### src/rtl/riscv_ctrl_pkg.sv
// Shared encodings for the multicycle RISC-V control unit: FSM states, opcodes,
// ALU codes, datapath mux selects and the per-state control word.
package riscv_ctrl_pkg;

    typedef enum logic [3:0] {
        FETCH    = 4'd0,
        DECODE   = 4'd1,
        MEMADR   = 4'd2,
        MEMREAD  = 4'd3,
        MEMWB    = 4'd4,
        MEMWRITE = 4'd5,
        EXECUTER = 4'd6,
        EXECUTEI = 4'd7,
        ALUWB    = 4'd8,
        JAL      = 4'd9,
        BEQ      = 4'd10
    } state_t;

    localparam logic [6:0] OP_LW  = 7'b0000011;
    localparam logic [6:0] OP_SW  = 7'b0100011;
    localparam logic [6:0] OP_R   = 7'b0110011;
    localparam logic [6:0] OP_I   = 7'b0010011;
    localparam logic [6:0] OP_JAL = 7'b1101111;
    localparam logic [6:0] OP_BEQ = 7'b1100011;

    localparam logic [1:0] ALUOP_ADD   = 2'b00;
    localparam logic [1:0] ALUOP_SUB   = 2'b01;
    localparam logic [1:0] ALUOP_FUNCT = 2'b10;

    localparam logic [2:0] ALU_ADD = 3'b000;
    localparam logic [2:0] ALU_SUB = 3'b001;
    localparam logic [2:0] ALU_AND = 3'b010;
    localparam logic [2:0] ALU_OR  = 3'b011;
    localparam logic [2:0] ALU_SLT = 3'b101;

    localparam logic [1:0] RES_ALUOUT    = 2'b00;
    localparam logic [1:0] RES_DATA      = 2'b01;
    localparam logic [1:0] RES_ALURESULT = 2'b10;

    localparam logic [1:0] SRCA_PC    = 2'b00;
    localparam logic [1:0] SRCA_OLDPC = 2'b01;
    localparam logic [1:0] SRCA_RS1   = 2'b10;

    localparam logic [1:0] SRCB_RS2  = 2'b00;
    localparam logic [1:0] SRCB_IMM  = 2'b01;
    localparam logic [1:0] SRCB_FOUR = 2'b10;

    localparam logic [1:0] IMM_I = 2'b00;
    localparam logic [1:0] IMM_S = 2'b01;
    localparam logic [1:0] IMM_B = 2'b10;
    localparam logic [1:0] IMM_J = 2'b11;

    typedef struct packed {
        logic       pc_update;
        logic       branch;
        logic       adr_src;
        logic       mem_write;
        logic       ir_write;
        logic       reg_write;
        logic [1:0] result_src;
        logic [1:0] alu_src_a;
        logic [1:0] alu_src_b;
        logic [1:0] alu_op;
    } ctrl_t;

    function automatic state_t next_state(input state_t s, input logic [6:0] op);
        state_t n;
        n = FETCH;
        case (s)
            FETCH: n = DECODE;
            DECODE: begin
                case (op)
                    OP_LW, OP_SW: n = MEMADR;
                    OP_R:         n = EXECUTER;
                    OP_I:         n = EXECUTEI;
                    OP_JAL:       n = JAL;
                    OP_BEQ:       n = BEQ;
                    default:      n = FETCH;
                endcase
            end
            MEMADR:                   n = (op == OP_LW) ? MEMREAD : MEMWRITE;
            MEMREAD:                  n = MEMWB;
            EXECUTER, EXECUTEI, JAL:  n = ALUWB;
            default:                  n = FETCH;
        endcase
        return n;
    endfunction

    // Moore control word for a state; fields not set stay 0 (alu_op = add).
    function automatic ctrl_t state_ctrl(input state_t s);
        ctrl_t c;
        c = '0;
        case (s)
            FETCH: begin
                c.ir_write   = 1'b1;
                c.alu_src_a  = SRCA_PC;
                c.alu_src_b  = SRCB_FOUR;
                c.alu_op     = ALUOP_ADD;
                c.result_src = RES_ALURESULT;
                c.pc_update  = 1'b1;
            end
            DECODE: begin
                c.alu_src_a = SRCA_OLDPC;
                c.alu_src_b = SRCB_IMM;
            end
            MEMADR: begin
                c.alu_src_a = SRCA_RS1;
                c.alu_src_b = SRCB_IMM;
            end
            MEMREAD: begin
                c.result_src = RES_ALUOUT;
                c.adr_src    = 1'b1;
            end
            MEMWRITE: begin
                c.result_src = RES_ALUOUT;
                c.adr_src    = 1'b1;
                c.mem_write  = 1'b1;
            end
            MEMWB: begin
                c.result_src = RES_DATA;
                c.reg_write  = 1'b1;
            end
            EXECUTER: begin
                c.alu_src_a = SRCA_RS1;
                c.alu_src_b = SRCB_RS2;
                c.alu_op    = ALUOP_FUNCT;
            end
            EXECUTEI: begin
                c.alu_src_a = SRCA_RS1;
                c.alu_src_b = SRCB_IMM;
                c.alu_op    = ALUOP_FUNCT;
            end
            ALUWB: begin
                c.result_src = RES_ALUOUT;
                c.reg_write  = 1'b1;
            end
            JAL: begin
                c.alu_src_a  = SRCA_OLDPC;
                c.alu_src_b  = SRCB_FOUR;
                c.result_src = RES_ALUOUT;
                c.pc_update  = 1'b1;
            end
            BEQ: begin
                c.alu_src_a  = SRCA_RS1;
                c.alu_src_b  = SRCB_RS2;
                c.alu_op     = ALUOP_SUB;
                c.result_src = RES_ALUOUT;
                c.branch     = 1'b1;
            end
            default: c = '0;
        endcase
        return c;
    endfunction

    function automatic logic [1:0] imm_src_of(input logic [6:0] op);
        logic [1:0] r;
        case (op)
            OP_SW:   r = IMM_S;
            OP_BEQ:  r = IMM_B;
            OP_JAL:  r = IMM_J;
            default: r = IMM_I;
        endcase
        return r;
    endfunction

endpackage

### src/rtl/multicycle_controller_if.sv
// Control bus between the multicycle controller (master) and the datapath (slave).
interface multicycle_controller_if;
    logic [6:0] op;
    logic [2:0] funct3;
    logic       funct7b5;
    logic       zero;
    logic       pc_write;
    logic       adr_src;
    logic       mem_write;
    logic       ir_write;
    logic       reg_write;
    logic [1:0] result_src;
    logic [1:0] alu_src_a;
    logic [1:0] alu_src_b;
    logic [1:0] imm_src;
    logic [2:0] alu_control;
    logic [3:0] state_o;

    modport master (
        input  op, funct3, funct7b5, zero,
        output pc_write, adr_src, mem_write, ir_write, reg_write,
               result_src, alu_src_a, alu_src_b, imm_src, alu_control, state_o
    );

    modport slave (
        output op, funct3, funct7b5, zero,
        input  pc_write, adr_src, mem_write, ir_write, reg_write,
               result_src, alu_src_a, alu_src_b, imm_src, alu_control, state_o
    );
endinterface

### src/rtl/alu_decoder.sv
// Combinational ALU decoder: maps alu_op and the instruction funct fields to alu_control.
module alu_decoder
    import riscv_ctrl_pkg::*;
(
    input  logic [1:0] i_alu_op,
    input  logic [2:0] i_funct3,
    input  logic       i_op5,
    input  logic       i_funct7b5,
    output logic [2:0] o_alu_control
);
    always_comb begin
        o_alu_control = ALU_ADD;
        case (i_alu_op)
            ALUOP_ADD: o_alu_control = ALU_ADD;
            ALUOP_SUB: o_alu_control = ALU_SUB;
            ALUOP_FUNCT: begin
                case (i_funct3)
                    // addi has no funct7, so only R-type (op[5]=1) can select sub
                    3'b000:  o_alu_control = (i_op5 & i_funct7b5) ? ALU_SUB : ALU_ADD;
                    3'b010:  o_alu_control = ALU_SLT;
                    3'b110:  o_alu_control = ALU_OR;
                    3'b111:  o_alu_control = ALU_AND;
                    default: o_alu_control = ALU_ADD;
                endcase
            end
            default: o_alu_control = ALU_ADD;
        endcase
    end
endmodule

### src/rtl/multicycle_controller.sv
// Moore FSM control unit for the multicycle RISC-V datapath; control word is
// registered alongside the state so outputs follow state without decode glitches.
module multicycle_controller
    import riscv_ctrl_pkg::*;
(
    input  logic                      clk,
    input  logic                      rst_n,
    multicycle_controller_if.master   bus
);
    state_t     r_state;
    ctrl_t      r_ctrl;
    state_t     w_next;
    logic [2:0] w_alu_control;

    assign w_next = next_state(r_state, bus.op);

    // Async reset lands directly on FETCH's control word, so no enable of the
    // interrupted state survives past the reset edge.
    always_ff @(posedge clk or negedge rst_n) begin
        if (!rst_n) begin
            r_state <= FETCH;
            r_ctrl  <= state_ctrl(FETCH);
        end else begin
            r_state <= w_next;
            r_ctrl  <= state_ctrl(w_next);
        end
    end

    alu_decoder u_alu_decoder (
        .i_alu_op      (r_ctrl.alu_op),
        .i_funct3      (bus.funct3),
        .i_op5         (bus.op[5]),
        .i_funct7b5    (bus.funct7b5),
        .o_alu_control (w_alu_control)
    );

    assign bus.pc_write    = r_ctrl.pc_update | (r_ctrl.branch & bus.zero);
    assign bus.adr_src     = r_ctrl.adr_src;
    assign bus.mem_write   = r_ctrl.mem_write;
    assign bus.ir_write    = r_ctrl.ir_write;
    assign bus.reg_write   = r_ctrl.reg_write;
    assign bus.result_src  = r_ctrl.result_src;
    assign bus.alu_src_a   = r_ctrl.alu_src_a;
    assign bus.alu_src_b   = r_ctrl.alu_src_b;
    assign bus.imm_src     = imm_src_of(bus.op);
    assign bus.alu_control = w_alu_control;
    assign bus.state_o     = r_state;
endmodule

### src/flat_wrapper.sv
// flat-port wrapper written by rule: the top's interface ports become plain ports
module multicycle_controller_flat import riscv_ctrl_pkg::*;
  (clk, rst_n, bus_op, bus_funct3, bus_funct7b5, bus_zero, bus_pc_write, bus_adr_src, bus_mem_write, bus_ir_write, bus_reg_write, bus_result_src, bus_alu_src_a, bus_alu_src_b, bus_imm_src, bus_alu_control, bus_state_o);
  multicycle_controller_if bus_i ();
  input  logic clk;
  input  logic rst_n;
  input wire logic [$bits(bus_i.op)-1:0] bus_op;
  input wire logic [$bits(bus_i.funct3)-1:0] bus_funct3;
  input wire logic [$bits(bus_i.funct7b5)-1:0] bus_funct7b5;
  input wire logic [$bits(bus_i.zero)-1:0] bus_zero;
  output wire logic [$bits(bus_i.pc_write)-1:0] bus_pc_write;
  output wire logic [$bits(bus_i.adr_src)-1:0] bus_adr_src;
  output wire logic [$bits(bus_i.mem_write)-1:0] bus_mem_write;
  output wire logic [$bits(bus_i.ir_write)-1:0] bus_ir_write;
  output wire logic [$bits(bus_i.reg_write)-1:0] bus_reg_write;
  output wire logic [$bits(bus_i.result_src)-1:0] bus_result_src;
  output wire logic [$bits(bus_i.alu_src_a)-1:0] bus_alu_src_a;
  output wire logic [$bits(bus_i.alu_src_b)-1:0] bus_alu_src_b;
  output wire logic [$bits(bus_i.imm_src)-1:0] bus_imm_src;
  output wire logic [$bits(bus_i.alu_control)-1:0] bus_alu_control;
  output wire logic [$bits(bus_i.state_o)-1:0] bus_state_o;
  assign bus_i.op = bus_op;
  assign bus_i.funct3 = bus_funct3;
  assign bus_i.funct7b5 = bus_funct7b5;
  assign bus_i.zero = bus_zero;
  assign bus_pc_write = bus_i.pc_write;
  assign bus_adr_src = bus_i.adr_src;
  assign bus_mem_write = bus_i.mem_write;
  assign bus_ir_write = bus_i.ir_write;
  assign bus_reg_write = bus_i.reg_write;
  assign bus_result_src = bus_i.result_src;
  assign bus_alu_src_a = bus_i.alu_src_a;
  assign bus_alu_src_b = bus_i.alu_src_b;
  assign bus_imm_src = bus_i.imm_src;
  assign bus_alu_control = bus_i.alu_control;
  assign bus_state_o = bus_i.state_o;
  multicycle_controller u_core (.clk(clk), .rst_n(rst_n), .bus(bus_i));
endmodule
### config.mk
export PLATFORM = sky130hd
export DESIGN_NAME = multicycle_controller_flat
export DESIGN_NICKNAME = d
export VERILOG_FILES = /design/src/rtl/riscv_ctrl_pkg.sv /design/src/rtl/multicycle_controller_if.sv /design/src/rtl/alu_decoder.sv /design/src/rtl/multicycle_controller.sv /design/src/flat_wrapper.sv
export SDC_FILE = /design/constraint.sdc
export NUM_CORES = 1
export LEC_CHECK = 0
export ABC_AREA = 1
export CORE_MARGIN = 5
export CORE_UTILIZATION = 48
export CTS_CLUSTER_DIAMETER = 200
export DETAILED_ROUTE_END_ITERATION = 7
export PLACE_DENSITY = 0.86
export SLEW_MARGIN = 10
export SYNTH_ARGS = -nofsm -noshare
export SYNTH_HDL_FRONTEND = slang
export SYNTH_HIERARCHICAL = 1
export SYNTH_SLANG_ARGS = --single-unit
### constraint.sdc
create_clock -name clk -period 2.2 [get_ports clk]
set_input_delay 0.33 -clock clk [delete_from_list [all_inputs] [get_ports clk]]
set_output_delay 0.33 -clock clk [all_outputs]
set_load 0.005 [all_outputs]
==> results.md <==
- Final Max Tran Viols: 0
- Largest net degree at the start of global routing: 18
- Initial Util: 0.506
- Register area: 429 um2
- Worst path arrival time: 1820 ps
- Leakage power total: 0.734 nW
- Status: completed
- FILL cells: 146
- Routed WL: between 2000 and 2500 um
- H-tree levels: 1
- Number of flops mapped to enable cells by yosys: 0
- Footprint of the multi-input gates: 443 um2
- N_diodes: 0
- Most frequent CP cell: inv_1
- Finished Layout Cells: 186
- Critical path class: reg2out
- Overflow after GRT: 0
- Synthesized net count: 141
- DP Cell Count: 181
- Yosys warning count: 6
- Critical path fanouts, max: 2
- WL per Instance: 10.9 um
- Worst Setup End Kind: output pin
- Sequential cell area fraction in the yosys report: 0.428
- Die Y: 55.7 um
- Highest clock rate: roughly 470 MHz
- 1st-iter DRT viols: 15
- Startpoint Class: register
- Post-layout util: 0.700
- DP Area: 1340 um2
- First-pass GRT wire length: 3440 um
- Ports: 34
- Max Clock Skew: 8.84 ps
- Average size of a mapped cell: 8.02 um2
- Syn Inst Count: roughly 130
- Critical path, cell by cell: inv_1 -> ha_4 -> inv_1 -> nand4_1 -> nand3_1 -> clkdlybuf4s50_1
- Post-route ant nets: 0
- Worst min path class: in2async
- Synth unique cells: 25
- CTS tree: yes
- Post-route cell area: 1390 um2
- Tot Pwr: 0.980 mW
- CTS Buffer Depth: 2
- Slew HR: 0.531
- Detail-routed via count per cell: 4.74
- Worst VDD drop: 507 uV
- Worst skew pair latency: just under 300 ps
- Via count: 881
- GPL Wtd Cong: 0.839
- Post-layout min period: 2150 ps
- Critical-path top delay cell: clkdlybuf4s50_1
- Final hold violations: 0
- Root Buffer: clkbuf_4
- DRC viols: 0
- Delay of the slowest critical-path stage: 500 ps
- Required @ worst endpoint: 1870 ps
- # nets final: 176
- Worst-Margin Slew: 701 ps
- Hold-fix buffers, CTS: 0
- Layout cell share with drive strength beyond 1: 0.226
- Hold Slack: 454 ps
- Final setup vio count: 0
- Ys async rst share: 1.00
- Pre-antenna DRT Iters: 4
- Die area: 3100 um2
- Synth Flop Type: dfrtp_1
- Synth Cell Area: 1000 um2
- Core area: slightly below 2000 um2
- Vias in the first global route: 861
- Layout area overhead: 38.5%
- DP HPWL: 1670 um
- FF+latch count, synth: 17
- Max Cap Viol: 0
- CTS sink cnt: 17
- Inserted Clock Buffers: 3
- Power Density: 706 nW/um2
- Initial antenna violation count: 0
- All-Layer GR Usage: 0.137
- Port-buffer cells: 33
- CTS clk-pin slew, worst paths: 100 ps
- Row count: 16
- Die width: 55.7 um
- Final cycle utilization of the critical path: 0.976
[placed cells by master, fill, tap and decap left out]
cell type / instances
clkinv_1: 1
ha_4: 1
nand2_4: 1
o21ai_1: 2
o21ai_0: 1
nand2_2: 7
nand4_1: 2
nand3_1: 8
and3_1: 1
o31ai_1: 1
dfrtp_1: 14
nor2_4: 1
nor3_1: 1
nor3b_1: 2
clkbuf_1: 1
a21o_1: 1
inv_1: 19
dlymetal6s2s_1: 2
inv_2: 6
clkbuf_4: 3
ha_1: 1
clkdlybuf4s50_1: 31
buf_4: 3
dfstp_2: 3
nor2_2: 6
nand3_2: 4
nand2_1: 21
a21oi_1: 1
nor2_8: 1
nor2_1: 13
[critical path: cells and delay by family, from the launching register on]
kind                       cells  cell delay [ps]
and+or+nand+nor                2              240
buffers and inverters          3              680
DFF                            1              400
adders and majority gates      1              210
[power by group]
group	leakage, nW	internal (mW)	total (mW)	switching, mW
registers	0.221	0.393	0.428	0.0347
logic	0.498	0.213	0.390	0.177
clock network	0.0150	0.0705	0.162	0.0919
total	0.734	0.676	0.980	0.304
[cell usage after synthesis, types with 2 or more instances]
| master | n | area, um2 |
|---|---|---|
| inv_1 | 19 | 71.3 |
| nor2_1 | 13 | 48.8 |
| ha_1 | 2 | 25.0 |
| nand2_1 | 21 | 78.8 |
| nor2_2 | 6 | 37.5 |
| buf_4 | 6 | 45.0 |
| nand2_2 | 7 | 43.8 |
| dfstp_2 | 3 | 78.8 |
| dfrtp_1 | 14 | 350 |
| nand3_2 | 4 | 40.0 |
| nor3b_1 | 2 | 15.0 |
| o21ai_1 | 2 | 10.0 |
| nand3_1 | 8 | 40.0 |
| inv_2 | 6 | 22.5 |
| nand4_1 | 2 | 12.5 |
[what timing repair did]
action                     CTS  global route
hold endpoints to repair     0             0
gates resized for setup      0             3
setup endpoints to repair    0             4
buffers inserted             0             1
[final cells by class]
cell class | instances | area share
Multi-Input combinational cell | 76 | 0.319
Sequential cell | 17 | 0.309
Timing Repair Buffer | 36 | 0.258
Inverter | 26 | 0.0703
Tap cell | 27 | 0.0243
Clock buffer | 4 | 0.0189
[stage by stage]
stage	setup TNS, ps	setup slack [ps]
2_1_floorplan	0	921
3_3_place_gp	0	122
3_5_place_dp	0	78.2
4_1_cts	0	28.9
5_1_grt	-35.1	-35.1
6_report	0	52.8
[flip-flops by register name (all words and copies together) (netlist names)]
name and count:
u_core/bus.ir_write 1, u_core/bus.reg_write 1, u_core/bus.mem_write 1, u_core/bus.state_o 4, u_core/bus.alu_src_a 2, u_core/bus.result_src 1, u_core/r_ctrl 4, u_core/bus.alu_src_b 2
u_core/bus.adr_src 1
[final timing paths]
kind                                        from                 endpoint  slack [ps]  cells past startpoint
setup / recovery                u_core/r_ctrl[0]       bus_alu_control[0]          50                      6
hold / removal                             rst_n  u_core/bus.alu_src_b[0]         450                      1
setup reg to reg           u_core/bus.state_o[2]        u_core/r_ctrl[13]         790                      8
hold reg to reg            u_core/bus.state_o[3]  u_core/bus.alu_src_a[0]         670                      3
max in group asynchronous                  rst_n         u_core/r_ctrl[1]        1300                      1
min in group clk           u_core/bus.state_o[3]  u_core/bus.alu_src_a[0]         670                      3
[cells by family (layout without fill, tap and decap cells)]
family / after synthesis / in the layout / synth area share
adder cells (fa/ha/maj): 2 / 2 / 0.0250
AO/OA/AOI/OAI: 6 / 6 / 0.0350
flip-flops: 17 / 17 / 0.428
AND/OR/NAND/NOR: 68 / 68 / 0.370
buffers and inverters: 32 / 66 / 0.142
[per-layer routing]
layer,up-vias,share of wire,track usage
li1,445,-,-
met1,401,0.39,0.142
met2,31,0.53,0.247
met3,4,0.074,0.0580
met4,0,0.012,0.0417
met5,-,0,0
Note: power is estimated with default switching activity, not from simulation.
